**config.mk**
```make
export PLATFORM = sky130hd
export DESIGN_NAME = seg7_scan_driver_flat
export DESIGN_NICKNAME = d
export VERILOG_FILES = /design/src/rtl/seg7_scan_driver_if.sv /design/src/rtl/seg7_scan_driver.sv /design/src/flat_wrapper.sv
export SDC_FILE = /design/constraint.sdc
export NUM_CORES = 1
export LEC_CHECK = 0
export BUFFER_PORTS_ARGS = -buffer_cell sky130_fd_sc_hd__clkbuf_2
export CAP_MARGIN = 0
export CORE_ASPECT_RATIO = 1.1
export CORE_MARGIN = 1
export CORE_UTILIZATION = 45
export CTS_CLUSTER_DIAMETER = 40
export DETAILED_ROUTE_END_ITERATION = 12
export PLACE_DENSITY = 0.73
export SYNTH_ARGS = -nofsm -noshare
export SYNTH_HDL_FRONTEND = slang
export SYNTH_SLANG_ARGS = --single-unit
```
**constraint.sdc**
```tcl
create_clock -name clk -period 4.45 [get_ports clk]
set_clock_uncertainty 0.1 [all_clocks]
set_input_delay 0.445 -clock clk [delete_from_list [all_inputs] [get_ports clk]]
set_output_delay 0.445 -clock clk [all_outputs]
set_load 0.01 [all_outputs]
```
**src/rtl/seg7_scan_driver_if.sv**
```systemverilog
// Display-side bundle for the 8-digit scan driver: data/control in,
// digit enables, segments and frame strobe out.
interface seg7_scan_driver_if;
  logic        load;
  logic [31:0] data_in;
  logic [7:0]  dp_mask;
  logic        lz_blank;
  logic        blink_en;
  logic [7:0]  an;
  logic [7:0]  seg;
  logic        frame_done;

  modport master (
    output load, data_in, dp_mask, lz_blank, blink_en,
    input  an, seg, frame_done
  );

  modport slave (
    input  load, data_in, dp_mask, lz_blank, blink_en,
    output an, seg, frame_done
  );
endinterface

```
**src/rtl/seg7_scan_driver.sv**
```systemverilog
// 8-digit common-anode 7-seg scanner with frame-synchronous double
// buffering, leading-zero blanking, decimal points and blinking.
module seg7_scan_driver #(
  parameter int SCAN_DIV   = 100000,
  parameter int BLINK_BITS = 5
) (
  input logic              clk,
  input logic              rst,
  seg7_scan_driver_if.slave bus
);
  localparam int PW = (SCAN_DIV > 2) ? $clog2(SCAN_DIV) : 1;
  localparam logic [31:0] RST_WORD = 32'hAA55_55AA;

  logic [PW-1:0]         presc_q, presc_d;
  logic [2:0]            idx_q, idx_d;
  logic [BLINK_BITS-1:0] blink_q, blink_d;
  logic [31:0]           shadow_q, shadow_d;
  logic [31:0]           disp_q, disp_d;
  logic                  pend_q, pend_d;
  logic                  fd_q, fd_d;
  logic [7:0]            an_q, an_d;
  logic [7:0]            seg_q, seg_d;

  logic       tick;
  logic       wrap;
  logic [3:0] nib;
  logic [6:0] hex;
  logic       hi_zero;
  logic       lz_hit;
  logic       blk_hit;

  always_comb begin
    tick    = (presc_q == PW'(SCAN_DIV - 1));
    wrap    = tick && (idx_q == 3'd7);
    presc_d = tick ? '0 : presc_q + 1'b1;
    idx_d   = tick ? idx_q + 1'b1 : idx_q;
    fd_d    = wrap;
    blink_d = wrap ? blink_q + 1'b1 : blink_q;

    shadow_d = bus.load ? bus.data_in : shadow_q;
    disp_d   = disp_q;
    pend_d   = pend_q;
    // a load landing on the wrap bypasses the shadow so it shows at once
    if (wrap && bus.load) begin
      disp_d = bus.data_in;
      pend_d = 1'b0;
    end else if (wrap && pend_q) begin
      disp_d = shadow_q;
      pend_d = 1'b0;
    end else if (bus.load) begin
      pend_d = 1'b1;
    end
  end

  always_comb begin
    nib = disp_q[{idx_q, 2'b00} +: 4];
    hex = 7'h7F;
    unique case (nib)
      4'h0: hex = 7'h40;
      4'h1: hex = 7'h79;
      4'h2: hex = 7'h24;
      4'h3: hex = 7'h30;
      4'h4: hex = 7'h19;
      4'h5: hex = 7'h12;
      4'h6: hex = 7'h02;
      4'h7: hex = 7'h78;
      4'h8: hex = 7'h00;
      4'h9: hex = 7'h10;
      4'hA: hex = 7'h08;
      4'hB: hex = 7'h03;
      4'hC: hex = 7'h46;
      4'hD: hex = 7'h21;
      4'hE: hex = 7'h06;
      4'hF: hex = 7'h0E;
    endcase

    // current nibble and everything above it are zero
    hi_zero = ((disp_q >> {idx_q, 2'b00}) == 32'd0);
    lz_hit  = bus.lz_blank && (idx_q != 3'd0) && hi_zero;
    blk_hit = bus.blink_en && blink_q[BLINK_BITS-1];

    an_d  = ~(8'd1 << idx_q);
    seg_d = {~bus.dp_mask[idx_q], hex};
    if (lz_hit || blk_hit) begin
      an_d  = 8'hFF;
      seg_d = 8'hFF;
    end
  end

  always_ff @(posedge clk or posedge rst) begin
    if (rst) begin
      presc_q  <= '0;
      idx_q    <= 3'd0;
      blink_q  <= '0;
      shadow_q <= RST_WORD;
      disp_q   <= RST_WORD;
      pend_q   <= 1'b0;
      fd_q     <= 1'b0;
      an_q     <= 8'hFF;
      seg_q    <= 8'hFF;
    end else begin
      presc_q  <= presc_d;
      idx_q    <= idx_d;
      blink_q  <= blink_d;
      shadow_q <= shadow_d;
      disp_q   <= disp_d;
      pend_q   <= pend_d;
      fd_q     <= fd_d;
      an_q     <= an_d;
      seg_q    <= seg_d;
    end
  end

  assign bus.an         = an_q;
  assign bus.seg        = seg_q;
  assign bus.frame_done = fd_q;
endmodule

```
**src/flat_wrapper.sv**
```systemverilog
// flat-port wrapper written by rule: the top's interface ports become plain ports
module seg7_scan_driver_flat 
#(
  parameter int SCAN_DIV   = 100000,
  parameter int BLINK_BITS = 5
)
  (clk, rst, bus_load, bus_data_in, bus_dp_mask, bus_lz_blank, bus_blink_en, bus_an, bus_seg, bus_frame_done);
  seg7_scan_driver_if bus_i ();
  input logic clk;
  input logic rst;
  input wire logic [$bits(bus_i.load)-1:0] bus_load;
  input wire logic [$bits(bus_i.data_in)-1:0] bus_data_in;
  input wire logic [$bits(bus_i.dp_mask)-1:0] bus_dp_mask;
  input wire logic [$bits(bus_i.lz_blank)-1:0] bus_lz_blank;
  input wire logic [$bits(bus_i.blink_en)-1:0] bus_blink_en;
  output wire logic [$bits(bus_i.an)-1:0] bus_an;
  output wire logic [$bits(bus_i.seg)-1:0] bus_seg;
  output wire logic [$bits(bus_i.frame_done)-1:0] bus_frame_done;
  assign bus_i.load = bus_load;
  assign bus_i.data_in = bus_data_in;
  assign bus_i.dp_mask = bus_dp_mask;
  assign bus_i.lz_blank = bus_lz_blank;
  assign bus_i.blink_en = bus_blink_en;
  assign bus_an = bus_i.an;
  assign bus_seg = bus_i.seg;
  assign bus_frame_done = bus_i.frame_done;
  seg7_scan_driver #(.SCAN_DIV(SCAN_DIV), .BLINK_BITS(BLINK_BITS)) u_core (.clk(clk), .rst(rst), .bus(bus_i));
endmodule
```
==> flow_summary.toml <==
[run_status]
status = "finished, final reports clean"

[cells_and_area]
antennaDiodeCount = 0
multi_input_area_sq_mm = 0.00211
drive_above_1_share_pct = 39.6
n_fill_cell = 905
finalNetCount = 504
fin_cells = 593
area_delta_synth_final_pct = 15.0
finish.utilization_pct = 54.0
regArea_sq_mm = 0.00274

[synthesis]
synth_simple_gate_area_share_pct = 10.2
ys_warn_count = 0
syn_inst = 386
synth_edf_count = 0
ys_seq_area_share_pct = 55.0
ys_types = 50
synth_xor_area_share_pct = 3.52
muxShareOfSynthArea_pct = 20.1
async_reset_ff_share_pct = 100
syn_area_sq_mm = 0.00497
synthFlopType = "dfrtp_1"
synth_top_family_by_area = "multiplexers"
synth_compound_area_share_pct = 5.06
synth_seq_cells = 107
syn_area_per_cell_sq_um = 12.9
synth_nets = 445
synthAdderAreaFrac_pct = 3.52

[cts]
postCtsHoldBufs = 0
cts-root-buf = "clkbuf_16"
clk_pin_slew_worst_paths_ns = 0.07
h-tree-depth = 3
cts_buffers = 9
post_cts_buffers = 0
clk_latency_ns = 0.35
cts_tree = "built"
cts_max_path_buffers = 2
cts_resized = 0
cts.sinks = 107

[grt]
grt_pass1_wl_mm = 16.3
overflow = 0
antenna_found_initial = 0
globalRouteTotalUtil_pct = 18.6
grt_pass1_vias = 3343
grt_max_degree = 73

[drt]
drtIter0Drc = 270
ant_nets = 0
post-route-drc-count = 0
routed_wl_mm = 9.59
firstDrtPassIters = 4
wl_per_cell_um = 16.2
via_per_inst = 5.35
num_vias = 3172

[pwr]
p_leak_nw = 2.60
ir_worst_vdd_uv = 232
pwr-share-comb_pct = 4.6
p_sw_mw = 0.404
pwr_density_cell_mw_per_mm2 = 342
swShare_pct = 20.6
power_frac_seq_pct = 52.1
clkPwrFrac_pct = 43.3
p_int_mw = 1.55

[worst_setup_path]
crit_buf_inv = 0
r2r_end = "u_core.bus.seg[2]"
critPathMaxStageDelay_ns = 0.84
worstPathMaxFanout = 22
critPathKind = "flop to flop"
crit_arrival_ns = 3.32
crit_path_cell_trace = "mux4_2, mux2i_1, and2_2, a32oi_1, a21o_1, o311ai_1"
required_ns = 4.60
critPathCaptureType = "flop"
critPathLaunchType = "flop"
cp_slowest_cell = "dfrtp_1"
crit_family = "multiplexers"
reg2reg_depth = 6
ff2ff_setup_slack_ns = 1.27
critical_path_cell_count = 6
r2r-start = "u_core.idx_q[0]"

[timing]
finalCritPeriodShare_pct = 71.4
hold_ws_ns = 0.168
relSlewSlack_pct = 42.6
hold_viol = 0
slew_viol_final = 0
fin_setup_tns_ns = 0
rsz0062_at_grt = "false"
fmax_mhz = 315
fin_crit_ns = 3.18
setup_viol_count_final = 0
tightest_slew_ns = 0.861

[floorplanning]
initial_core_util_pct = 47.0
num_rows = 39
die_h_um = 112
io_pins = 62
coreArea_sq_mm = 0.0106
die-area_sq_mm = 0.0115
die_x_um = 102

[placement]
routabilityCongestion = 0.914
portBuffers = 61
place_hpwl_mm = 6.81
placed_cells = 577

[job]
cap_violations = 0

[worst_hold_path]
hp-class = "primary input to asynchronous set/reset pin"
power by group through the flow:
stage / clock, mW / sequential, mW / combinational [mW]
after floorplan: 0 / 1.04 / 0.0566
after global placement: 0 / 1.04 / 0.0901
after detailed placement: 0 / 1.04 / 0.0922
after CTS: 0.862 / 1.02 / 0.0933
after global routing: 0.903 / 1.02 / 0.102
final: 0.847 / 1.02 / 0.0899
worst max-delay path by stage:
| stage | start | end | slack (ns) |
|---|---|---|---|
| 4_1_cts | u_core.idx_q[0] | u_core.bus.seg[2] | 1.27 |
| 2_1_floorplan | rst | u_core.blink_q[0] | 1.17 |
| 5_1_grt | u_core.idx_q[0] | u_core.bus.seg[2] | 0.99 |
| 3_5_place_dp | u_core.idx_q[0] | u_core.bus.seg[2] | 1.29 |
| 6_report | u_core.idx_q[0] | u_core.bus.seg[2] | 1.27 |
| 3_3_place_gp | u_core.idx_q[0] | u_core.bus.seg[2] | 1.38 |
worst register-to-register path: cells and delay by family (launching register included):
| kind | cells | cell delay [ns] |
|---|---|---|
| compound gates | 3 | 0.57 |
| flops | 1 | 0.84 |
| mux | 2 | 1.23 |
| simple gates | 1 | 0.33 |
through the flow:
stage,area (sq um),setup WS [ns],total power [mW]
final,5720,1.27,1.96
after global routing,5720,0.990,2.03
after CTS,5720,1.27,1.98
after detailed placement,5400,1.29,1.13
after global placement,5400,1.38,1.13
after floorplan,4970,1.17,1.09
synth_stat cells (2+ instances only):
cell       n  area share [%]
dfrtp_1   59              30
dfstp_2   48              25
mux2_1    33             7.5
mux2_2    32             7.2
nand2_1   28             2.1
nor2_1    28             2.1
ha_1      14             3.5
xnor2_1   14             2.5
nand3_1   13             1.3
mux4_2    10             4.5
buf_2      8            0.81
nor3_1     7            0.70
inv_1      6            0.45
nand4_1    6            0.75
nor4_1     6            0.75
xor2_1     6             1.1
and3_1     5            0.63
clkbuf_1   5            0.38
o211ai_1   5            0.75
a21oi_1    4            0.40
a221oi_1   4            0.70
nand2b_1   4            0.50
and2_1     3            0.38
inv_2      3            0.23
o21ai_0    3            0.30
buf_1      2            0.15
buf_6      2            0.45
mux2i_1    2            0.40
o21ai_2    2            0.35
o221ai_1   2            0.35
o22ai_1    2            0.25
o311ai_1   2            0.35
layer usage:
layer	routed length, um	up-vias	track usage, %
met5	0	-	0
li1	-	1499	-
met2	4750	80	29.5
met3	349	22	3.67
met1	4260	1571	24.6
met4	232	0	8.00
final cells by class:
type / instances / area share [%]
repair buffers: 65 / 5.86
flip-flops and latches: 107 / 47.9
inverters: 10 / 0.700
clock buffers: 11 / 4.07
multi-input cells: 252 / 36.9
clock inverters: 5 / 1.49
well taps: 143 / 3.13
cells by family (layout without fill, tap and decap cells):
family          count (synthesis)  after routing
compound gates                 34             34
simple gates                  106            106
xor+xnor                       20             20
fa+ha+maj                      14             14
flops                         107            107
buf+inv                        27             91
mux                            78             78
layout by cell type, fill, tap and decap left out, types with 6 or more instances in the layout:
cell       netlist  routed
clkbuf_2         0      61
dfrtp_1         59      59
dfstp_2         48      48
mux2_1          33      33
mux2_2          32      32
nand2_1         28      28
nor2_1          28      28
xnor2_1         14      14
ha_1            14      14
nand3_1         13      13
mux4_2          10      10
clkbuf_16        0       9
nor3_1           7       7
nor4_1           6       6
xor2_1           6       6
nand4_1          6       6
state kept, by name, summed over array words and instances, names as in the netlist:
register               cells
u_core.blink_q             5
u_core.bus.frame_done      1
u_core.idx_q               3
u_core.pend_q              1
u_core.shadow_q           32
u_core.bus.an              8
u_core.bus.seg             8
u_core.presc_q            17
u_core.disp_q             32
Note: power is estimated with default switching activity, not from simulation.
